[config.mk]
export PLATFORM = sky130hd
export DESIGN_NAME = alarm_state_encoder
export DESIGN_NICKNAME = d
export VERILOG_FILES = /design/src/rtl/alarm_state_encoder.sv
export SDC_FILE = /design/constraint.sdc
export NUM_CORES = 1
export LEC_CHECK = 0
export ABC_AREA = 1
export CAP_MARGIN = 20
export CORE_ASPECT_RATIO = 1.75
export CORE_UTILIZATION = 60
export DETAILED_ROUTE_END_ITERATION = 7
export DONT_BUFFER_PORTS = 1
export PLACE_DENSITY = 0.76
export SLEW_MARGIN = 20
export SYNTH_ARGS = -nofsm -noshare
export SYNTH_HDL_FRONTEND = slang
export SYNTH_SLANG_ARGS = --single-unit
[constraint.sdc]
create_clock -name clk -period 2.11 [get_ports clk]
set_clock_uncertainty 0.05 [all_clocks]
set_input_delay 0.422 -clock clk [delete_from_list [all_inputs] [get_ports clk]]
set_output_delay 0.422 -clock clk [all_outputs]
set_load 0.1 [all_outputs]
[src/rtl/alarm_state_encoder.sv]
// Sensor-side alarm word producer: synchronise, debounce and latch smoke/motion/moisture events until acked.
// Optional build macro ALARM_SELFTEST_EN adds a `selftest` input that forces the visible word to 111.
module alarm_state_encoder #(
  parameter int DEBOUNCE_CYCLES = 4,
  parameter int CNT_W           = 8
) (
  input  logic       clk,
  input  logic       reset,
  input  logic       smoke_raw,
  input  logic       motion_raw,
  input  logic       moisture_raw,
  input  logic       armed,
`ifdef ALARM_SELFTEST_EN
  input  logic       selftest,
`endif
  input  logic [2:0] ack,
  output logic [2:0] state,
  output logic       state_chg,
  output logic       any_alarm
);

  typedef enum logic [1:0] {
    IDLE     = 2'd0,
    QUAL     = 2'd1,
    LATCHED  = 2'd2,
    WAIT_LOW = 2'd3
  } chan_state_e;

  localparam logic [CNT_W-1:0] CNT_LAST = CNT_W'(DEBOUNCE_CYCLES - 1);

  // Bit order everywhere: [2]=fire, [1]=burglar, [0]=rain.
  logic [2:0]              raw;
  logic [2:0]              enable;
  logic [2:0]              sync1_q;
  logic [2:0]              syn_q;
  chan_state_e [2:0]       fsm_q;
  chan_state_e [2:0]       fsm_nxt;
  logic [2:0][CNT_W-1:0]   cnt_q;
  logic [2:0][CNT_W-1:0]   cnt_nxt;
  logic [2:0]              latch_nxt;
  logic [2:0]              vis_nxt;
  logic [2:0]              prev_q;
  logic                    force_all;

  assign raw    = {smoke_raw, motion_raw, moisture_raw};
  assign enable = {1'b1, armed, 1'b1};

`ifdef ALARM_SELFTEST_EN
  assign force_all = selftest;
`else
  assign force_all = 1'b0;
`endif

  // Per-channel next state; the disarmed burglar channel is held in IDLE unless already latched.
  always_comb begin
    fsm_nxt   = fsm_q;
    cnt_nxt   = cnt_q;
    latch_nxt = '0;
    for (int i = 0; i < 3; i++) begin
      case (fsm_q[i])
        IDLE: begin
          cnt_nxt[i] = '0;
          if (syn_q[i] && enable[i]) begin
            if (DEBOUNCE_CYCLES == 1) begin
              fsm_nxt[i] = LATCHED;
            end else begin
              fsm_nxt[i] = QUAL;
              cnt_nxt[i] = CNT_W'(1);
            end
          end
        end
        QUAL: begin
          if (!syn_q[i] || !enable[i]) begin
            fsm_nxt[i] = IDLE;
            cnt_nxt[i] = '0;
          end else if (cnt_q[i] == CNT_LAST) begin
            fsm_nxt[i] = LATCHED;
            cnt_nxt[i] = '0;
          end else begin
            cnt_nxt[i] = cnt_q[i] + CNT_W'(1);
          end
        end
        LATCHED: begin
          if (ack[i]) begin
            fsm_nxt[i] = syn_q[i] ? WAIT_LOW : IDLE;
          end
        end
        WAIT_LOW: begin
          if (!syn_q[i]) begin
            fsm_nxt[i] = IDLE;
          end
        end
        default: begin
          fsm_nxt[i] = IDLE;
          cnt_nxt[i] = '0;
        end
      endcase
      latch_nxt[i] = (fsm_nxt[i] == LATCHED);
    end
    vis_nxt = force_all ? 3'b111 : latch_nxt;
  end

  // prev_q trails `state` by one cycle so the change strobe lands the cycle after the change.
  always_ff @(posedge clk or negedge reset) begin
    if (!reset) begin
      sync1_q   <= '0;
      syn_q     <= '0;
      for (int i = 0; i < 3; i++) begin
        fsm_q[i] <= IDLE;
        cnt_q[i] <= '0;
      end
      state     <= '0;
      any_alarm <= 1'b0;
      prev_q    <= '0;
      state_chg <= 1'b0;
    end else begin
      sync1_q   <= raw;
      syn_q     <= sync1_q;
      fsm_q     <= fsm_nxt;
      cnt_q     <= cnt_nxt;
      state     <= vis_nxt;
      any_alarm <= |vis_nxt;
      prev_q    <= state;
      state_chg <= (state != prev_q);
    end
  end

endmodule
Yosys cells after proc, flatten, opt, wreduce, memory -nomap -nowiden. Cells that the tools add are included.

Muxes and demuxes: 33. Add/subtract/negate cells: 3. Reduce and logical (&&, ||, !) cells: 11. Eq/ne operators: 16.

Operators by type and width (count): two-way mux 8 bit (6); one-hot mux 8 bit (2 select lines) (3); two-way mux 2 bit (18); adder 8 x 1 -> 8 bit (second input constant) (3); == test 8 x 2 -> 1 bit (second input constant) (3); one-hot mux 2 bit (4 select lines) (3); == test 2 bit (second input constant) (9); == test 2 x 1 -> 1 bit (second input constant) (3); zero test 2 bit (3); nonzero test 2 bit (3); two-way mux 1 bit (3); inequality test 3 bit (1); OR reduction 3 bit (1); zero test 1 bit (2); logical AND 1 bit (1); logical OR 1 bit (1).

Input bits: 9. Output and inout port bits: 5. Register bits: 44.

Logic depth before layout (Yosys ltp).
Word-level depth: 6. Depth in mapped cells: 8. Depth with buffers taken out: 7.

Worst setup path after synthesis. Ideal clock, no wire load.

Path type: reg-to-output. From: reg state[0]. To: out state[0]. Path slack: 715 ps. Stages on the path, launching flop included: 1. Buffers on the path: 0. Data arrival time: 923 ps. Cell sequence: dfrtp_1.

RTL lines: from (decl) (RTL line 17) `output logic [2:0] state,`; from (signal assigned) (RTL line 121) `state <= vis_nxt;`.

No word-level cell between the ends.

Worst setup path after layout.
From: reg state[2]. To: out state[2].

No word-level cell between the ends.

==> metrics <==
Syn Nets=between 200 and 250; Post-DRT Antenna Nets=0; post-synthesis register bit count=44; R2R Setup Slk=around 0.72 ns; largest family of logic cells by synthesized area=simple AND/OR/NAND/NOR gates; CTS tree=built; vias in the first global route=1453; Max IR drop VDD=between 0.0006 and 0.0007 V; GRT Overall Usage=21.6%; max_slew headroom=74.2%; number of detailed-routing iterations run before antenna repair=4; mux contribution to synthesized area=0%; Crit path max-delay family=flip-flops; Synth Area in Compound Gates=7.72%; DR vias=between 1000 and 1500; first-pass GRT wire length=between 5 and 6 mm; PD cells=about 770 nW/µm²; htree depth=2; Largest stage delay, worst path=a little under 0.4 ns; CTS max path bufs=2; Worst R2R Path Depth=6; Flop pwr share=53.7%; Worst Slack Setup Final=roughly 0.65 ns; n_diodes=0; Clock Latency Late Sink=approximately 0.3 ns; most common cell after layout, fill and taps aside=dfrtp_1; crit path to=state[2]; mapped cell area=~2100 µm²; WP data required=about 1.6 ns; Hold Path Cell Cnt=0; final hold violations=0; Comb power frac=approximately 17%; FMAX=0.686 GHz; core area=about 3400 µm²; post-synthesis instance total=~230; simple-gate share of the synthesized area=27.8%; area grow syn2layout=9.27%; post-synthesis sequential area ratio=52.6%; Clk network pwr share=slightly below 30%; min cycle time layout=1.46 ns; # clock sinks=44; Worst Setup SP=state[2]; layout cells sized above 1=about 18%; outcome=finished, final reports clean; # setup viols final=0; Max-Cap Viols=0; Slew Viols, Final=0; NumNets Final=around 250; I/O Buffers=0; Initial Util=about 62%; CP Buf/Inv Count=1; largest net degree at the start of global routing=45; Crit Path Max Fanout=3; hold crit path type=in2reg; routability cong.=about 0.80; unrepaired setup endpoints after global routing=false; CTS Buf Count=5; reg2reg start=cnt_q[16]; leakage=between 1 and 1.5 nW; Adder-Cell Fraction of Synth Area=around 1.8%; critical path capture point type=primary output; die width=about 47 µm; setup TNS=0 ns; Vias/cell=around 5.2; Sw Ratio=a little under a third; initial DRC count=26; row cnt=28; most frequent cells in the layout=44 x dfrtp_1, 42 x nand2_1, 28 x nor2_1, 21 x inv_1, 14 x nand3_1; NetSw=between 0.5 and 0.6 mW; Post-Synth XOR/XNOR Area=between 4 and 5%; Clock transition at path regs=0.08 ns; die height=roughly 80 µm; total power=between 1.5 and 2 mW; DRC viols=0; Slowest cell on crit path=dfrtp_1; Yosys warning count=0; Internal Power=~1.2 mW; Netlist cell types=28; final worst-path cycle share=around 70%; Reg-to-Reg End=cnt_q[22]; post-CTS resize count=0; Ports=14; total routed wirelength=3.51 mm; Crit. path cell count=1; crit start category=flip-flop; CP arrival=roughly 0.98 ns; clock root buffer=clkbuf_8; gr ovfl total=0; die area=between 3000 and 4000 µm²; worst slew pin tran=just under 0.4 ns; WS Path Type=reg2out; pre-CTS setup slack=~0.75 ns; cell chain of the critical path=buf_4; Syn Area/Cell=about 9.2 µm²; wire per inst=~12 µm; Final HPWL DP=around 2.6 mm; initial antenna violation count=0
==> state kept, by name (all words and copies together), names as in the netlist <==
signal     count
state_chg      1
cnt_q         24
syn_q          3
sync1_q        3
any_alarm      1
fsm_q          6
prev_q         3
state          3
==> through the flow <==
step           cell area [µm²]  cells  hold slack [ns]  util, %
3_3_place_gp              2160    275           0.0772     64.3
2_1_floorplan             2090    227           0.0764        -
4_1_cts                   2290    285           0.0823     68.0
5_1_grt                   2290    285           0.0796     68.0
3_5_place_dp              2160    275           0.0773     64.3
6_report                  2290    285           0.0951     68.0
==> repair_timing <==
item                       CTS  global route
buffers inserted             0             0
setup endpoints to repair    0             0
hold buffers                 2             0
hold endpoints to repair    44             0
==> area by class of cell <==
class	instances	area, µm²
clock inverters	3	23.8
repair buffers	7	67.6
clock buffers	5	68.8
inverters	26	100
well taps	45	56.3
multi-input cells	155	868
flip-flops and latches	44	1100
fillers	282	1080
==> cells in the mapped netlist (all sizes together) <==
cell type,number,area [µm²]
a21oi,7,35.0
a22o,2,17.5
buf,2,22.5
dfrtp,44,1100
ha,3,37.5
inv,26,100
nand2,45,176
nand3,18,110
nand4,3,18.8
nor2,39,179
nor3,8,77.6
nor3b,2,20.0
o211ai,3,22.5
o21ai,9,48.8
o22ai,6,37.5
xnor2,5,43.8
xor2,5,43.8
==> power groups by stage <==
stage          sequential (mW)  clock, mW  combinational [mW]
4_1_cts                  0.950      0.545               0.304
3_3_place_gp             0.963          0               0.281
5_1_grt                  0.958      0.571               0.336
6_report                 0.950      0.517               0.301
3_5_place_dp             0.967          0               0.282
2_1_floorplan             1.01          0               0.183
==> worst min-delay path by stage <==
stage	to	slack [ns]	from
floorplan	any_alarm	0.08	reset
global placement	cnt_q[21]	0.08	reset
detailed placement	cnt_q[21]	0.08	reset
CTS	sync1_q[2]	0.08	smoke_raw
global route	sync1_q[2]	0.08	smoke_raw
finish	sync1_q[2]	0.1	smoke_raw
==> kinds of logic after synthesis <==
logic type	after synthesis
DFF	44
AOI/OAI and AO/OA	27
and+or+nand+nor	115
adders and majority gates	3
xor gates and xnor gates	10
buffers and inverters	28
==> per-layer routing <==
metal / wire, µm / vias to the layer above / GRT usage (%)
met5: 0 / - / 0
met4: 70 / 0 / 9.71
met3: 94 / 7 / 4.72
met2: 1930 / 19 / 39.4
met1: 1420 / 701 / 21.8
li1: - / 761 / -
No activity file was read; power rests on OpenSTA's default activity.
